==> src/rtl/sys_cmd_core_pkg.sv <==
// -----------------------------------------------------------------------------
// sys_cmd_core_pkg
// Shared definitions for the UART command processor: command codes, ALU
// function encoding, FSM state encoding and reset values of the UART
// configuration registers.
// -----------------------------------------------------------------------------
package sys_cmd_core_pkg;

    localparam logic [7:0] CMD_RF_WR   = 8'hAA;
    localparam logic [7:0] CMD_RF_RD   = 8'hBB;
    localparam logic [7:0] CMD_ALU_OP  = 8'hCC;
    localparam logic [7:0] CMD_ALU_NOP = 8'hDD;

    // reg2: parity enabled, even parity, prescale 32
    localparam logic [7:0] REG2_RST = 8'h81;
    // reg3: clock division ratio
    localparam logic [7:0] REG3_RST = 8'h20;

    // Encoding 15 is intentionally absent; it yields a zero result.
    typedef enum logic [3:0] {
        ALU_ADD   = 4'd0,
        ALU_SUB   = 4'd1,
        ALU_MUL   = 4'd2,
        ALU_DIV   = 4'd3,
        ALU_AND   = 4'd4,
        ALU_OR    = 4'd5,
        ALU_NAND  = 4'd6,
        ALU_NOR   = 4'd7,
        ALU_XOR   = 4'd8,
        ALU_XNOR  = 4'd9,
        ALU_CMPEQ = 4'd10,
        ALU_CMPGT = 4'd11,
        ALU_CMPLE = 4'd12,
        ALU_SHR   = 4'd13,
        ALU_SHL   = 4'd14
    } alu_func_e;

    typedef enum logic [2:0] {
        ST_IDLE     = 3'd0,
        ST_WR_ADDR  = 3'd1,
        ST_WR_DATA  = 3'd2,
        ST_RD_ADDR  = 3'd3,
        ST_ALU_A    = 3'd4,
        ST_ALU_B    = 3'd5,
        ST_ALU_FUNC = 3'd6
    } state_e;

endpackage

==> src/rtl/sys_cmd_core_resp_fifo.sv <==
// -----------------------------------------------------------------------------
// resp_fifo
// Synchronous byte FIFO queuing response bytes for the UART transmitter.
// Pushes while full are dropped; push and pop may occur in the same cycle.
//
// Ports:
//   clk, rst_n     clock and asynchronous active-low reset
//   i_push         write strobe
//   i_push_data    byte to write
//   i_pop_ready    consumer ready; a pop occurs on o_valid && i_pop_ready
//   o_valid        FIFO not empty
//   o_data         head entry (0 while empty)
// -----------------------------------------------------------------------------
module resp_fifo #(
    parameter int WIDTH = 8,
    parameter int DEPTH = 4
) (
    input  logic             clk,
    input  logic             rst_n,
    input  logic             i_push,
    input  logic [WIDTH-1:0] i_push_data,
    input  logic             i_pop_ready,
    output logic             o_valid,
    output logic [WIDTH-1:0] o_data
);

    localparam int AW = (DEPTH > 1) ? $clog2(DEPTH) : 1;
    localparam logic [AW:0] PTR_ONE = {{AW{1'b0}}, 1'b1};

    logic [WIDTH-1:0] r_mem [DEPTH];
    logic [AW:0]      r_wr_ptr;
    logic [AW:0]      r_rd_ptr;
    logic             w_empty;
    logic             w_full;
    logic             w_do_push;
    logic             w_do_pop;

    // Pointers carry one extra wrap bit to tell full from empty.
    assign w_empty   = (r_wr_ptr == r_rd_ptr);
    assign w_full    = (r_wr_ptr[AW] != r_rd_ptr[AW]) &&
                       (r_wr_ptr[AW-1:0] == r_rd_ptr[AW-1:0]);
    assign w_do_push = i_push && !w_full;
    assign w_do_pop  = !w_empty && i_pop_ready;

    assign o_valid = !w_empty;
    assign o_data  = w_empty ? '0 : r_mem[r_rd_ptr[AW-1:0]];

    always_ff @(posedge clk or negedge rst_n) begin
        if (!rst_n) begin
            r_wr_ptr <= '0;
            r_rd_ptr <= '0;
            for (int i = 0; i < DEPTH; i++) begin
                r_mem[i] <= '0;
            end
        end else begin
            if (w_do_push) begin
                r_mem[r_wr_ptr[AW-1:0]] <= i_push_data;
                r_wr_ptr <= r_wr_ptr + PTR_ONE;
            end
            if (w_do_pop) begin
                r_rd_ptr <= r_rd_ptr + PTR_ONE;
            end
        end
    end

endmodule

==> src/rtl/sys_cmd_core.sv <==
// -----------------------------------------------------------------------------
// sys_cmd_core
// UART command processor. Decodes command byte sequences from the UART
// receiver, performs register-file reads/writes and ALU operations, and
// queues response bytes for the UART transmitter.
//
// States:
//   ST_IDLE     | waiting for a command byte; unknown bytes ignored
//   ST_WR_ADDR  | RF write, waiting for ADDR
//   ST_WR_DATA  | RF write, waiting for DATA
//   ST_RD_ADDR  | RF read, waiting for ADDR
//   ST_ALU_A    | ALU with operands, waiting for A (written to reg0)
//   ST_ALU_B    | ALU with operands, waiting for B (written to reg1)
//   ST_ALU_FUNC | waiting for FUNC; result computed from reg0/reg1
//
// Ports:
//   REF_CLK, RST        clock and asynchronous active-low reset
//   rx_data, rx_valid   received byte and its one-cycle strobe
//   tx_data, tx_valid   response byte, held until tx_ready
//   tx_ready            transmitter ready
//   cfg_uart, cfg_div   continuous views of reg2 and reg3
// -----------------------------------------------------------------------------
module sys_cmd_core
    import sys_cmd_core_pkg::*;
#(
    parameter int DATA_WIDTH = 8,
    parameter int ADDR_WIDTH = 4,
    parameter int REG_NO     = 16,
    parameter int FIFO_DEPTH = 4
) (
    input  logic                  REF_CLK,
    input  logic                  RST,
    input  logic [DATA_WIDTH-1:0] rx_data,
    input  logic                  rx_valid,
    output logic [DATA_WIDTH-1:0] tx_data,
    output logic                  tx_valid,
    input  logic                  tx_ready,
    output logic [DATA_WIDTH-1:0] cfg_uart,
    output logic [DATA_WIDTH-1:0] cfg_div
);

    localparam int RW = 2 * DATA_WIDTH;

    state_e                r_state;
    state_e                w_state_nxt;
    logic [DATA_WIDTH-1:0] r_regs [REG_NO];
    logic [ADDR_WIDTH-1:0] r_wr_addr;
    logic [DATA_WIDTH-1:0] r_rd_byte;
    logic                  r_rd_push;
    logic [RW-1:0]         r_alu_res;
    logic                  r_push_lo;
    logic                  r_push_hi;

    logic                  w_addr_ld;
    logic                  w_wr_en;
    logic [ADDR_WIDTH-1:0] w_wr_addr;
    logic                  w_rd_req;
    logic                  w_alu_go;
    logic [RW-1:0]         w_a;
    logic [RW-1:0]         w_b;
    logic [RW-1:0]         w_alu_res;
    logic                  w_push;
    logic [DATA_WIDTH-1:0] w_push_data;

    always_ff @(posedge REF_CLK or negedge RST) begin
        if (!RST) begin
            r_state <= ST_IDLE;
        end else begin
            r_state <= w_state_nxt;
        end
    end

    always_comb begin
        w_state_nxt = r_state;
        w_addr_ld   = 1'b0;
        w_wr_en     = 1'b0;
        w_wr_addr   = r_wr_addr;
        w_rd_req    = 1'b0;
        w_alu_go    = 1'b0;
        if (rx_valid) begin
            case (r_state)
                ST_IDLE: begin
                    case (rx_data)
                        CMD_RF_WR:   w_state_nxt = ST_WR_ADDR;
                        CMD_RF_RD:   w_state_nxt = ST_RD_ADDR;
                        CMD_ALU_OP:  w_state_nxt = ST_ALU_A;
                        CMD_ALU_NOP: w_state_nxt = ST_ALU_FUNC;
                        default:     w_state_nxt = ST_IDLE;
                    endcase
                end
                ST_WR_ADDR: begin
                    w_addr_ld   = 1'b1;
                    w_state_nxt = ST_WR_DATA;
                end
                ST_WR_DATA: begin
                    w_wr_en     = 1'b1;
                    w_state_nxt = ST_IDLE;
                end
                ST_RD_ADDR: begin
                    w_rd_req    = 1'b1;
                    w_state_nxt = ST_IDLE;
                end
                ST_ALU_A: begin
                    w_wr_en     = 1'b1;
                    w_wr_addr   = '0;
                    w_state_nxt = ST_ALU_B;
                end
                ST_ALU_B: begin
                    w_wr_en     = 1'b1;
                    w_wr_addr   = {{(ADDR_WIDTH-1){1'b0}}, 1'b1};
                    w_state_nxt = ST_ALU_FUNC;
                end
                ST_ALU_FUNC: begin
                    w_alu_go    = 1'b1;
                    w_state_nxt = ST_IDLE;
                end
                default: w_state_nxt = ST_IDLE;
            endcase
        end
    end

    // Register file: one write port shared by RF writes and ALU operands.
    always_ff @(posedge REF_CLK or negedge RST) begin
        if (!RST) begin
            r_wr_addr <= '0;
            for (int i = 0; i < REG_NO; i++) begin
                if (i == 2) begin
                    r_regs[i] <= REG2_RST;
                end else if (i == 3) begin
                    r_regs[i] <= REG3_RST;
                end else begin
                    r_regs[i] <= '0;
                end
            end
        end else begin
            if (w_addr_ld) begin
                r_wr_addr <= rx_data[ADDR_WIDTH-1:0];
            end
            if (w_wr_en) begin
                r_regs[w_wr_addr] <= rx_data;
            end
        end
    end

    assign w_a = {{DATA_WIDTH{1'b0}}, r_regs[0]};
    assign w_b = {{DATA_WIDTH{1'b0}}, r_regs[1]};

    always_comb begin
        w_alu_res = '0;
        case (alu_func_e'(rx_data[3:0]))
            ALU_ADD:   w_alu_res = w_a + w_b;
            ALU_SUB:   w_alu_res = w_a - w_b;
            ALU_MUL:   w_alu_res = w_a * w_b;
            ALU_DIV:   w_alu_res = (w_b == '0) ? '0 : (w_a / w_b);
            ALU_AND:   w_alu_res = w_a & w_b;
            ALU_OR:    w_alu_res = w_a | w_b;
            ALU_NAND:  w_alu_res = ~(w_a & w_b);
            ALU_NOR:   w_alu_res = ~(w_a | w_b);
            ALU_XOR:   w_alu_res = w_a ^ w_b;
            ALU_XNOR:  w_alu_res = ~(w_a ^ w_b);
            ALU_CMPEQ: w_alu_res = (w_a == w_b) ? RW'(1) : '0;
            ALU_CMPGT: w_alu_res = (w_a > w_b)  ? RW'(2) : '0;
            ALU_CMPLE: w_alu_res = (w_a < w_b)  ? RW'(3) : '0;
            ALU_SHR:   w_alu_res = w_a >> 1;
            ALU_SHL:   w_alu_res = w_a << 1;
            default:   w_alu_res = '0;
        endcase
    end

    // Response pushes. The FSM needs at least two bytes between any two
    // push-producing events, so at most one push source is active per cycle.
    // A new ALU result can be registered in the same cycle the previous
    // high byte is pushed; the push still reads the old value.
    always_ff @(posedge REF_CLK or negedge RST) begin
        if (!RST) begin
            r_rd_byte <= '0;
            r_rd_push <= 1'b0;
            r_alu_res <= '0;
            r_push_lo <= 1'b0;
            r_push_hi <= 1'b0;
        end else begin
            r_rd_push <= w_rd_req;
            if (w_rd_req) begin
                r_rd_byte <= r_regs[rx_data[ADDR_WIDTH-1:0]];
            end
            if (w_alu_go) begin
                r_alu_res <= w_alu_res;
            end
            r_push_lo <= w_alu_go;
            r_push_hi <= r_push_lo;
        end
    end

    assign w_push      = r_rd_push | r_push_lo | r_push_hi;
    assign w_push_data = r_rd_push ? r_rd_byte :
                         r_push_lo ? r_alu_res[DATA_WIDTH-1:0] :
                                     r_alu_res[RW-1:DATA_WIDTH];

    resp_fifo #(
        .WIDTH (DATA_WIDTH),
        .DEPTH (FIFO_DEPTH)
    ) u_resp_fifo (
        .clk         (REF_CLK),
        .rst_n       (RST),
        .i_push      (w_push),
        .i_push_data (w_push_data),
        .i_pop_ready (tx_ready),
        .o_valid     (tx_valid),
        .o_data      (tx_data)
    );

    assign cfg_uart = r_regs[2];
    assign cfg_div  = r_regs[3];

endmodule

==> config.mk <==
export PLATFORM = sky130hd
export DESIGN_NAME = sys_cmd_core
export DESIGN_NICKNAME = d
export VERILOG_FILES = /design/src/rtl/sys_cmd_core_pkg.sv /design/src/rtl/sys_cmd_core_resp_fifo.sv /design/src/rtl/sys_cmd_core.sv
export SDC_FILE = /design/constraint.sdc
export NUM_CORES = 1
export LEC_CHECK = 0
export ABC_AREA = 1
export BUFFER_PORTS_ARGS = -buffer_cell sky130_fd_sc_hd__buf_4
export CORE_UTILIZATION = 41
export CTS_BUF_LIST = sky130_fd_sc_hd__clkbuf_4
export CTS_CLUSTER_SIZE = 8
export DETAILED_ROUTE_END_ITERATION = 10
export PLACE_DENSITY = 0.58
export SLEW_MARGIN = 20
export SYNTH_ARGS = -nofsm -noshare
export SYNTH_HDL_FRONTEND = slang
export SYNTH_SLANG_ARGS = --single-unit
==> constraint.sdc <==
create_clock -name REF_CLK -period 43.1 [get_ports REF_CLK]
set_input_delay 2.155 -clock REF_CLK [delete_from_list [all_inputs] [get_ports REF_CLK]]
set_output_delay 2.155 -clock REF_CLK [all_outputs]
set_load 0.05 [all_outputs]
==> flow_summary.toml <==
[worst_setup_path]
cp-end-kind = "register"
r2r_start = "r_regs[115]"
crit_fanout = 19
crit_type = "register to register"
cp-start-kind = "register"
slowest_delay_ns = 0.58
arrival_ns = 29.90
cp.required_ns = 43.60
critPathLaunch = "r_regs[115]"
worst_path_max_delay_cell = "nor2_1"
worst_path_most_repeated_cell = "nand2_1"

[yosys]
netlist_instances = 2429
synth_area_leader_cell = "dfrtp_1"
yosysWarnings = 0
synth_area_sq_mm = 0.0177
synth_common_cells = "601 x nand2_1, 335 x inv_1, 274 x o21ai_0"
ys.flop_type = "dfrtp_1"
synth_seq_area_share = 0.283
ys_ff_latch = 200
synth_area_leaders = "dfrtp_1 28%, nand2_1 13%, ha_1 12%"
synth_top_area_frac = 0.278
synth.avg_cell_area_sq_um = 7.29
synthArstFlopShare = 1.00
yosysMostFrequentCell = "nand2_1"
yosysUniqueCellTypes = 64
synth_edf_count = 0

[floorplanning]
io_pins = 37
core-area_sq_mm = 0.0422
die_h_um = 210
die_w_um = 210
start_util = 0.419
rows = 75
dieArea_sq_mm = 0.0440

[timing]
hold_slack_ns = 0.496
post-route-period-util = 0.682
rsz0062_at_grt = "no"
period_needed_ns = 29.40
fmaxAchievable_ghz = 0.0340
skew_ns = 0.0316
hold_violations = 0
slew_headroom = 0.339
tightest_slew_ns = 0.988
finalMaxSlewViolations = 0
finalSetupTns_ns = 0
setup_viol = 0

[drt]
routed_wl_mm = 52.7
final_antenna_net_count = 0
drt-vias-per-instance = 5.39
drtPass1Iterations = 6
wire_per_inst_um = 17.7
drt_iter0_markers = 1317
vias = 16023
drc = 0

[global_routing]
met2_usage = 0.383
grt_pass1_wl_mm = 85.7
met3_usage = 0.0362
overflow = 0
grt_max_degree = 71
met1_usage = 0.350
grt_busiest_layer = "met2"
grt_pass1_vias = 15589
grtUsageTotal = 0.246
grt_antenna_before_repair = 3

[cells_and_area]
layout-drive-gt1-share = 0.0815
area_growth_pct = 5.63
final_cells = 2970
final_cell_area_sq_mm = 0.0187
nNetsFinal = 2632

[clock_network]
tritoncts = "built"
cts_made_buffers = 17
clk_pin_slew_worst_paths_ns = 0.16
root_buffer = "clkbuf_4"
clk_path_buf_depth = 2
clock-sinks = 200
cts-hold-fix-buffers = 0
clkLatencyLatePin_ns = 0.61
postCtsSetupRepairBufs = 0
htree_levels = 4
ctsResizeCount = 0

[run]
drv_cap = 0

[placement]
placed_cells_incl_taps = 2935
place.gp.congestion = 0.989
post_dp_cell_area_sq_mm = 0.0184
portBuffers = 36
dp_hpwl_mm = 39.3

[hold_path]
hold_start = "u_resp_fifo.r_mem[7]"
hold_path_class = "register to register"

[status]
status = "finished clean"
==> layout by cell type (no fill, tap or decap), types with 8 or more instances in the layout <==
cell	instances
a21o_1	20
nor2_1	122
o22ai_1	14
o21bai_1	13
nand3_1	63
nor2_2	10
mux2_2	8
a21oi_1	107
o211ai_1	10
xor2_1	38
or2_2	17
nand2_1	601
fa_1	38
nand2_2	17
a22oi_1	65
dfrtp_1	197
o21ai_1	18
buf_4	56
o221ai_1	11
nand3_2	14
xnor2_1	28
o21ai_0	274
clkbuf_4	17
ha_1	167
nor3_1	20
nand4_1	20
conb_1	8
inv_1	335
inv_2	14
==> per-layer routing <==
| layer | routed length (um) | part of all wire |
|---|---|---|
| met5 | 0 | 0 |
| met2 | 23100 | 0.44 |
| met4 | 1340 | 0.025 |
| met3 | 2670 | 0.051 |
| met1 | 25600 | 0.49 |
==> sequential cells by signal (all words and copies together), names as in the netlist <==
| register | flops |
|---|---|
| r_rd_byte | 8 |
| r_push_lo | 1 |
| u_resp_fifo.r_wr_ptr | 3 |
| u_resp_fifo.r_mem | 32 |
| cfg_div | 8 |
| r_wr_addr | 4 |
| r_regs | 112 |
| r_state | 3 |
| u_resp_fifo.r_rd_ptr | 3 |
| r_alu_res | 16 |
| r_push_hi | 1 |
| cfg_uart | 8 |
| r_rd_push | 1 |
==> metrics by stage <==
step / utilization / setup WS [ns]
6_report: 0.443 / 13.70
2_1_floorplan: - / 17.26
3_3_place_gp: 0.435 / 15.15
5_1_grt: 0.443 / 10.18
4_1_cts: 0.443 / 13.75
3_5_place_dp: 0.435 / 13.85
==> kinds of logic after synthesis <==
family	synth area share
other	0.000212
and+or+nand+nor	0.225
xor gates and xnor gates	0.0326
AOI/OAI and AO/OA	0.192
adders and majority gates	0.161
buffers and inverters	0.102
muxes	0.00509
DFF	0.283
==> worst paths after layout <==
check | endpoint | slack [ns] | cells after the start
max | r_alu_res[0] | 13.70 | 191
min | u_resp_fifo.r_mem[7] | 0.50 | 2
max reg2reg | r_alu_res[0] | 13.70 | 191
min reg2reg | u_resp_fifo.r_mem[7] | 0.50 | 2
max in group asynchronous | r_alu_res[7] | 40.22 | 2
min in group asynchronous | cfg_div[0] | 1.53 | 1
==> cell type report <==
type,instances,area (sq um)
fillers,4324,23500
multi-input cells,1785,10900
flip-flops and latches,200,5010
inverters,354,1330
well taps,539,674
repair buffers,57,434
clock inverters,15,180
clock buffers,17,128
diodes,3,7.51
==> worst max-delay path, delay by kind of cell (launching register included) <==
kind / cells / cell delay, ns
DFF: 1 / 0.56
buffers and inverters: 32 / 3.58
and+or+nand+nor: 82 / 10.53
adders and majority gates: 15 / 4.61
AOI/OAI and AO/OA: 62 / 10.00
Power is left out: the tool's default activity adds up to more than one toggle a clock period on the data nets, which glitch-free logic cannot reach.
